File: src/rtl/dr_sync_fifo.sv
// dr_sync_fifo: dual-rail (two-phase "TP" or four-phase "FP") link receiver feeding a FWFT FIFO.
// Define DR_SYNC_ERR_EN to build the sticky illegal-code flag on err; otherwise err is tied low.
module dr_sync_fifo #(
  parameter string       ENC         = "TP",
  parameter int unsigned WIDTH       = 8,
  parameter int unsigned DEPTH       = 4,
  parameter int unsigned SYNC_STAGES = 2
) (
  input  logic                       clk,
  input  logic                       rst,
  input  logic [WIDTH-1:0][1:0]      in,
  output logic                       ack_o,
  output logic [WIDTH-1:0]           out_data,
  output logic                       out_valid,
  input  logic                       out_ready,
  output logic [$clog2(DEPTH+1)-1:0] count,
  output logic                       err
);

  localparam int unsigned PtrW = (DEPTH > 1) ? $clog2(DEPTH) : 1;
  localparam int unsigned CntW = $clog2(DEPTH + 1);

  logic [SYNC_STAGES-1:0][WIDTH-1:0][1:0] sync_q;
  logic [WIDTH-1:0]                       s1, s0;
  logic [WIDTH-1:0]                       word_data;
  logic                                   word_cmpl;
  logic                                   full, push, pop;
  logic                                   ack_q;
`ifdef DR_SYNC_ERR_EN
  logic                                   illegal;
`endif

  // ---------------------------------------------------------------------------
  // Input synchroniser; only the last stage is decoded
  // ---------------------------------------------------------------------------
  always_ff @(posedge clk) begin
    if (rst) begin
      sync_q <= '0;
    end else begin
      sync_q <= {sync_q[SYNC_STAGES-2:0], in};
    end
  end

  always_comb begin
    s1 = '0;
    s0 = '0;
    for (int i = 0; i < WIDTH; i++) begin
      s1[i] = sync_q[SYNC_STAGES-1][i][1];
      s0[i] = sync_q[SYNC_STAGES-1][i][0];
    end
  end

  // ---------------------------------------------------------------------------
  // Link decoder
  // ---------------------------------------------------------------------------
  if (ENC == "FP") begin : g_fp
    typedef enum logic {StIdle, StAck} fp_state_e;

    fp_state_e state_q;
    logic      spacer;

    assign word_data = s1;
    assign spacer    = ~|(s1 | s0);
    // Only a fresh code word seen while idle may be pushed; 11 is never complete
    assign word_cmpl = (state_q == StIdle) && (&(s1 ^ s0));
`ifdef DR_SYNC_ERR_EN
    assign illegal   = |(s1 & s0);
`endif

    always_ff @(posedge clk) begin
      if (rst) begin
        state_q <= StIdle;
        ack_q   <= 1'b0;
      end else begin
        unique case (state_q)
          StIdle: begin
            if (push) begin
              state_q <= StAck;
              ack_q   <= 1'b1;
            end
          end
          StAck: begin
            if (spacer) begin
              state_q <= StIdle;
              ack_q   <= 1'b0;
            end
          end
        endcase
      end
    end
  end else begin : g_tp
    logic [WIDTH-1:0] ref1_q, ref0_q;
    logic [WIDTH-1:0] chg1, chg0;

    assign chg1      = s1 ^ ref1_q;
    assign chg0      = s0 ^ ref0_q;
    assign word_data = chg1;
    // A bit is complete only when exactly one of its rails has toggled
    assign word_cmpl = &(chg1 ^ chg0);
`ifdef DR_SYNC_ERR_EN
    assign illegal   = |(chg1 & chg0);
`endif

    always_ff @(posedge clk) begin
      if (rst) begin
        ref1_q <= '0;
        ref0_q <= '0;
        ack_q  <= 1'b0;
      end else if (push) begin
        ref1_q <= s1;
        ref0_q <= s0;
        ack_q  <= ~ack_q;
      end
    end
  end

  assign ack_o = ack_q;

  // ---------------------------------------------------------------------------
  // Sticky illegal-code flag
  // ---------------------------------------------------------------------------
`ifdef DR_SYNC_ERR_EN
  logic err_q;

  always_ff @(posedge clk) begin
    if (rst) begin
      err_q <= 1'b0;
    end else if (illegal) begin
      err_q <= 1'b1;
    end
  end

  assign err = err_q;
`else
  assign err = 1'b0;
`endif

  // ---------------------------------------------------------------------------
  // First-word-fall-through FIFO with a registered head
  // ---------------------------------------------------------------------------
  logic [WIDTH-1:0] mem_q [DEPTH];
  logic [PtrW-1:0]  wptr_q, rptr_q, rptr_d;
  logic [CntW-1:0]  count_q, count_d;
  logic             out_valid_q, out_valid_d;
  logic [WIDTH-1:0] out_data_q;

  assign full = (count_q == CntW'(DEPTH));
  assign push = word_cmpl & ~full;
  assign pop  = out_valid_q & out_ready;

  always_comb begin
    rptr_d  = rptr_q + PtrW'(pop);
    count_d = count_q + CntW'(push) - CntW'(pop);
    // Entries older than this cycle's push; a fresh push shows up one cycle later
    out_valid_d = (count_q != CntW'(pop));
  end

  always_ff @(posedge clk) begin
    if (push) begin
      mem_q[wptr_q] <= word_data;
    end
  end

  always_ff @(posedge clk) begin
    if (rst) begin
      wptr_q      <= '0;
      rptr_q      <= '0;
      count_q     <= '0;
      out_valid_q <= 1'b0;
      out_data_q  <= '0;
    end else begin
      if (push) begin
        wptr_q <= wptr_q + PtrW'(1);
      end
      rptr_q      <= rptr_d;
      count_q     <= count_d;
      out_valid_q <= out_valid_d;
      if (out_valid_d) begin
        out_data_q <= mem_q[rptr_d];
      end
    end
  end

  assign out_data  = out_data_q;
  assign out_valid = out_valid_q;
  assign count     = count_q;

endmodule

File: config.mk
export PLATFORM = sky130hd
export DESIGN_NAME = dr_sync_fifo
export DESIGN_NICKNAME = d
export VERILOG_FILES = /design/src/rtl/dr_sync_fifo.sv
export SDC_FILE = /design/constraint.sdc
export NUM_CORES = 1
export LEC_CHECK = 0
export ABC_AREA = 1
export CORE_MARGIN = 10
export CORE_UTILIZATION = 35
export DETAILED_ROUTE_END_ITERATION = 6
export PLACE_DENSITY_LB_ADDON = 0.1
export SYNTH_ARGS = -nofsm -noshare
export SYNTH_HDL_FRONTEND = slang
export SYNTH_SLANG_ARGS = --single-unit
export TNS_END_PERCENT = 20
File: constraint.sdc
create_clock -name clk -period 2.55 [get_ports clk]
set_input_delay 0.765 -clock clk [delete_from_list [all_inputs] [get_ports clk]]
set_output_delay 0.765 -clock clk [all_outputs]
set_load 0.02 [all_outputs]
==> results of run 1 <==
metrics by stage:
stage	utilization (%)	power, mW	cell area, sq um
after global placement	40.6	2.67	4710
after global routing	43.7	4.37	5070
after CTS	43.4	4.19	5040
final	43.7	4.13	5070
after detailed placement	40.6	2.67	4710
after floorplan	-	2.33	4210
layout by cell type (no fill, tap or decap), types with 9 or more instances in the layout:
cell             synthesis  routed
buf_4                    3      11
nand3_1                 23      23
inv_2                    7       9
clkbuf_16                0       9
inv_1                   84      82
edfxtp_1                32      32
clkdlybuf4s50_1          0      31
nand2_1                164     163
nor2_1                 103     101
dfxtp_1                 65      63
routing by layer:
metal	global-route usage (%)	vias to the layer above	routed length, um
met1	11.8	1340	3810
met4	5.22	0	170
li1	-	1681	-
met5	0	-	0
met3	2.69	11	244
met2	17.3	31	3710
worst min path at each step:
| stage | end | slack, ps | startpoint |
|---|---|---|---|
| 3_5_place_dp | s0[4] | 390 | sync_q[8] |
| 2_1_floorplan | s0[0] | 390 | sync_q[0] |
| 3_3_place_gp | s0[0] | 390 | sync_q[0] |
| 5_1_grt | s0[0] | 410 | sync_q[0] |
| 6_report | s1[5] | 400 | sync_q[11] |
| 4_1_cts | s0[4] | 400 | sync_q[8] |
power by group through the flow:
stage                     clock, mW  sequential, mW  combinational [mW]
after CTS                      1.55            1.73               0.908
final                          1.51            1.73               0.893
after floorplan                   0            1.84               0.489
after global routing           1.60            1.74                1.03
after detailed placement          0            1.77               0.902
after global placement            0            1.77               0.900
flip-flops by register name (all words and copies together), names as in the netlist:
register     flops
mem_q           32
sync_q          16
g_tp.ref0_q      8
g_tp.ref1_q      8
out_data         8
s0               8
s1               8
count            3
rptr_q           2
wptr_q           2
ack_o            1
out_valid        1
kinds of logic after synthesis:
kind of cell	synth area share, %
multiplexers	2.14
AND/OR/NAND/NOR	29.3
flip-flops	53.8
other	0.0891
buffers and inverters	10.5
AO/OA/AOI/OAI	1.25
XOR/XNOR	0.387
adder cells (fa/ha/maj)	2.56
layout make-up:
type                       count  share of cell area [%]
multi-input combinational    334                    29.9
tap                          143                    3.53
sequential                    97                    44.7
clock buffer                  13                    4.74
timing repair buffer          44                    8.54
inverter                      92                    6.81
clock inverter                 3                    1.78
timing repair:
item	in CTS	in global routing
gates resized for setup	0	9
setup endpoints to repair	0	2
setup buffers	0	1
worst max-delay path: cells and delay by family (launching register included):
family / cells / cell delay [ps]
adder cells (fa/ha/maj): 3 / 970
flip-flops: 1 / 360
AND/OR/NAND/NOR: 8 / 710
buffers and inverters: 4 / 220
==> results_dict.tcl, run 1 <==
set metrics [dict create \
    stdcell_count 726 \
    hold_viol 0 \
    slowest_delay_ps 520 \
    maxCapViolations 0 \
    async_reset_ff_share_pct 0 \
    dp_slack_ps -125 \
    globalplace.congestion 0.747 \
    nNetsFinal 605 \
    arrival_ps 2600 \
    synth.ff_latch_count 97 \
    grt_pass1_vias 2988 \
    synth.largest_area_cell "dfxtp_1" \
    pwr-share-comb_pct 21.6 \
    fillCellCount 1159 \
    status "completed" \
    worstSetupPathType "flip-flop to flip-flop" \
    reg2reg_from "s1[6]" \
    fmax_mhz 429 \
    swShare_pct 26.7 \
    worst_hold_path_type "flip-flop to flip-flop" \
    cts_hold_buf 0 \
    antenna_found_initial 0 \
    syn-instance-count 537 \
    r2r_cells 15 \
    synth_area_per_cell_sq_um 7.83 \
    drt_wl_total_mm 7.94 \
    final_max_slew_viol_count 0 \
    clk_pin_slew_ps 60 \
    seqPwrFrac_pct 41.9 \
    cts_root_buffer "clkbuf_16" \
    p_per_area_nw_per_um2 815 \
    cts_max_level 3 \
    synth-edff-count 32 \
    port_buffers 31 \
    crit_start "s1[6]" \
    io-pin-count 33 \
    multiInputGateArea_sq_um 1520 \
    fin_tns_setup_ps 0 \
    crit_path_end_kind "flip-flop" \
    area_growth_pct 20.5 \
    cts_buffer_depth 2 \
    chipHeight_um 130 \
    die_w_um 130 \
    ys_top_cells_by_area "dfxtp_1, edfxtp_1, nand2_1, nor2_1, inv_1" \
    drive_gt1_share_pct 10.8 \
    regArea_sq_um 2260 \
    die_area_sq_um 16800 \
    critPathLaunchType "flip-flop" \
    drt-pass1-iter-count 4 \
    synth_nets 564 \
    period_share_pct 91.4 \
    netlist.area_leader.share_pct 30.9 \
    cts_tree "yes" \
    grt_pass1_wl_mm 13.7 \
    fin_hold_ws_ps 399 \
    dp_hpwl_mm 5.58 \
    yosys.cell_count.top_type "nand2_1" \
    num_rows 39 \
    power.switching_mw 1.10 \
    p_clk_share_pct 36.5 \
    clock_skew_ps 6.83 \
    synthTopCellsByCount "nand2_1, nor2_1, inv_1, dfxtp_1, edfxtp_1" \
    ant_nets 0 \
    numCtsBuffers 9 \
    antenna_cells 0 \
    reg2reg_to "count[1]" \
    path_cells "inv_1, nand2_1, nand2_2, nand2_2, nand2_1, nor2_1, nand3_1, nor2_2, inv_2, ha_1, inv_1, ha_1, fa_2, inv_1, nor2_2" \
    clk_latency_ps 340 \
    leakage_nw 2.28 \
    path_common_cell "inv_1" \
    mappedNetlistArea_sq_um 4210 \
    peakVddDrop_uv 328 \
    reg2reg_slack_ps 220 \
    drt_iter0_drc 139 \
    seq_area_frac_synth_pct 53.8 \
    slew_headroom_pct 62.8 \
    routedWlPerCell_um 10.9 \
    via_count 3063 \
    start_util_pct 36.2 \
    drc 0 \
    synth_ff_type "dfxtp_1" \
    grt_max_degree 33 \
    slowest_stage "fa_2" \
    cp.required_ps 2820 \
    overflow 0 \
    dp_cells 709 \
    setup_slack_ps 220 \
    hold_depth 2 \
    track_usage_pct 10.3 \
    yosys_warnings 0 \
    fin_crit_ps 2330 \
    fp.coreArea_sq_um 11600 \
    setup_viol 0 \
    worstSetupEndpoint "count[1]" \
    cp_max_fo 5 \
    ys_types 27 \
    p_int_mw 3.03 \
    clkSinkCount 97 \
    worstMarginPinSlew_ps 555 \
    vias_per_cell 4.22 \
]
(Power assumes the default switching activity.)
==> run 2, diff against run 1 <==
Settings changed: RECOVER_POWER set to 25.
==> results_dict.tcl, run 2 (same netlist as run 1, synthesis figures left out) <==
set metrics [dict create \
    antenna_cells 0 \
    start_util_pct 36.2 \
    slew_headroom_pct 57.8 \
    drt_wl_total_mm 7.94 \
    drt_iter0_drc 121 \
    drc 0 \
    clk_pin_slew_ps 60 \
    overflow 0 \
    arrival_ps 2610 \
    hold_depth 2 \
    worstMarginPinSlew_ps 633 \
    fp.coreArea_sq_um 11600 \
    ant_nets 0 \
    setup_viol 0 \
    grt_pass1_wl_mm 13.7 \
    fin_hold_ws_ps 399 \
    chipHeight_um 130 \
    drt-pass1-iter-count 4 \
    routedWlPerCell_um 10.9 \
    critPathLaunchType "flip-flop" \
    peakVddDrop_uv 329 \
    worst_hold_path_type "flip-flop to flip-flop" \
    largest_reg_flops 32 \
    mostFrequentLayoutCells "nand2_1, nor2_1, inv_1" \
    fillCellCount 1162 \
    dp_cells 709 \
    globalplace.congestion 0.747 \
    cts_tree "yes" \
    fin_crit_ps 2330 \
    nNetsFinal 605 \
    drive_gt1_share_pct 10.1 \
    area_growth_pct 20.0 \
    track_usage_pct 10.3 \
    num_rows 39 \
    cts_max_level 3 \
    cts_buffer_depth 2 \
    worstSetupPathType "flip-flop to flip-flop" \
    final_max_slew_viol_count 0 \
    leakage_nw 2.27 \
    numCtsBuffers 9 \
    clk_latency_ps 340 \
    status "completed" \
    grt_max_degree 33 \
    min-delay-start "sync_q[11]" \
    top_regs "mem_q (32), sync_q (16)" \
    reg2reg_from "s1[6]" \
    antenna_found_initial 0 \
    io-pin-count 33 \
    maxCapViolations 0 \
    cp_max_fo 5 \
    cts_root_buffer "clkbuf_16" \
    placed_cell_area_sq_um 4710 \
    fmax_mhz 429 \
    stdcell_count 726 \
    cp.required_ps 2830 \
    clock_skew_ps 7.14 \
    die_area_sq_um 16800 \
    layout_commonest_cell "nand2_1" \
    postLayoutCoreUtil_pct 43.5 \
    grt_pass1_vias 2988 \
    via_count 3063 \
    dp_hpwl_mm 5.58 \
    r2r_cells 15 \
    crit_path_end_kind "flip-flop" \
    die_w_um 130 \
    reg2reg_slack_ps 220 \
    reg2reg_to "count[1]" \
    min_to "s1[5]" \
    cts_hold_buf 0 \
    fin_area_sq_um 5050 \
    port_buffers 31 \
    hold_viol 0 \
    period_share_pct 91.5 \
    p_per_area_nw_per_um2 818 \
    vias_per_cell 4.22 \
    clkSinkCount 97 \
    top_register "mem_q" \
]
[run 2: what timing repair did]
item                                    4_1_cts  5_1_grt
endpoints found under the setup margin        0        2
resized for setup                             0        9
hold endpoints to repair                      0        0
buffers inserted                              0        1
[run 2: how the worst max path moves through the flow]
stage / from / to / slack [ps] / depth (start not counted)
finish: s1[6] / count[1] / 220 / 15
global route: s1[5] / count[1] / -2 / 16
CTS: s1[5] / count[2] / 70 / 16
detailed placement: out_ready / out_data[2] / -130 / 8
global placement: out_ready / out_data[4] / -60 / 8
floorplan: count[1] / count[2] / 130 / 14
[run 2: cell type report]
cell class	count	area [sq um]	share of cell area, %
Sequential cell	97	2260	44.9
Multi-Input combinational cell	334	1520	30.1
Timing Repair Buffer	44	410	8.13
Inverter	92	345	6.84
Clock buffer	13	240	4.76
Tap cell	143	179	3.54
Clock inverter	3	90.1	1.78
[run 2: routing by layer]
layer	global-route usage (%)	up-vias	routed length [um]
li1	-	1682	-
met1	11.8	1339	3840
met2	17.3	31	3680
met3	2.69	11	244
met4	5.22	0	170
met5	0	-	0
[run 2: per-stage QoR]
| step | worst slack [ps] | TNS [ps] | power (mW) |
|---|---|---|---|
| after floorplan | 135 | 0 | 2.33 |
| after global placement | -56.7 | -436 | 2.67 |
| after detailed placement | -125 | -983 | 2.67 |
| after CTS | 70.4 | 0 | 4.19 |
| after global routing | -1.50 | -1.50 | 4.37 |
| final | 218 | 0 | 4.13 |
[run 2: worst max-delay path: stages, from the launching register on]
cell and delay (ps):
dfxtp_1 360, inv_1 80, nand2_1 80, nand2_2 90
nand2_2 90, nand2_1 50, nor2_1 80, nand3_1 90
nor2_2 160, inv_2 70, ha_1 270, inv_1 40
ha_1 180, fa_2 520, inv_1 40, nor2_2 70
[run 2: report_power, final]
part	switching (mW)	internal, mW
Clock	0.547	0.960
Combinational	0.509	0.380
Sequential	0.0463	1.69
Total	1.10	3.03
==> run 3, diff against run 2 <==
Settings changed: SKIP_LAST_GASP set to 1.
==> results of run 3 <==
Final layout, timing and power as in run 2 (identical DEF).
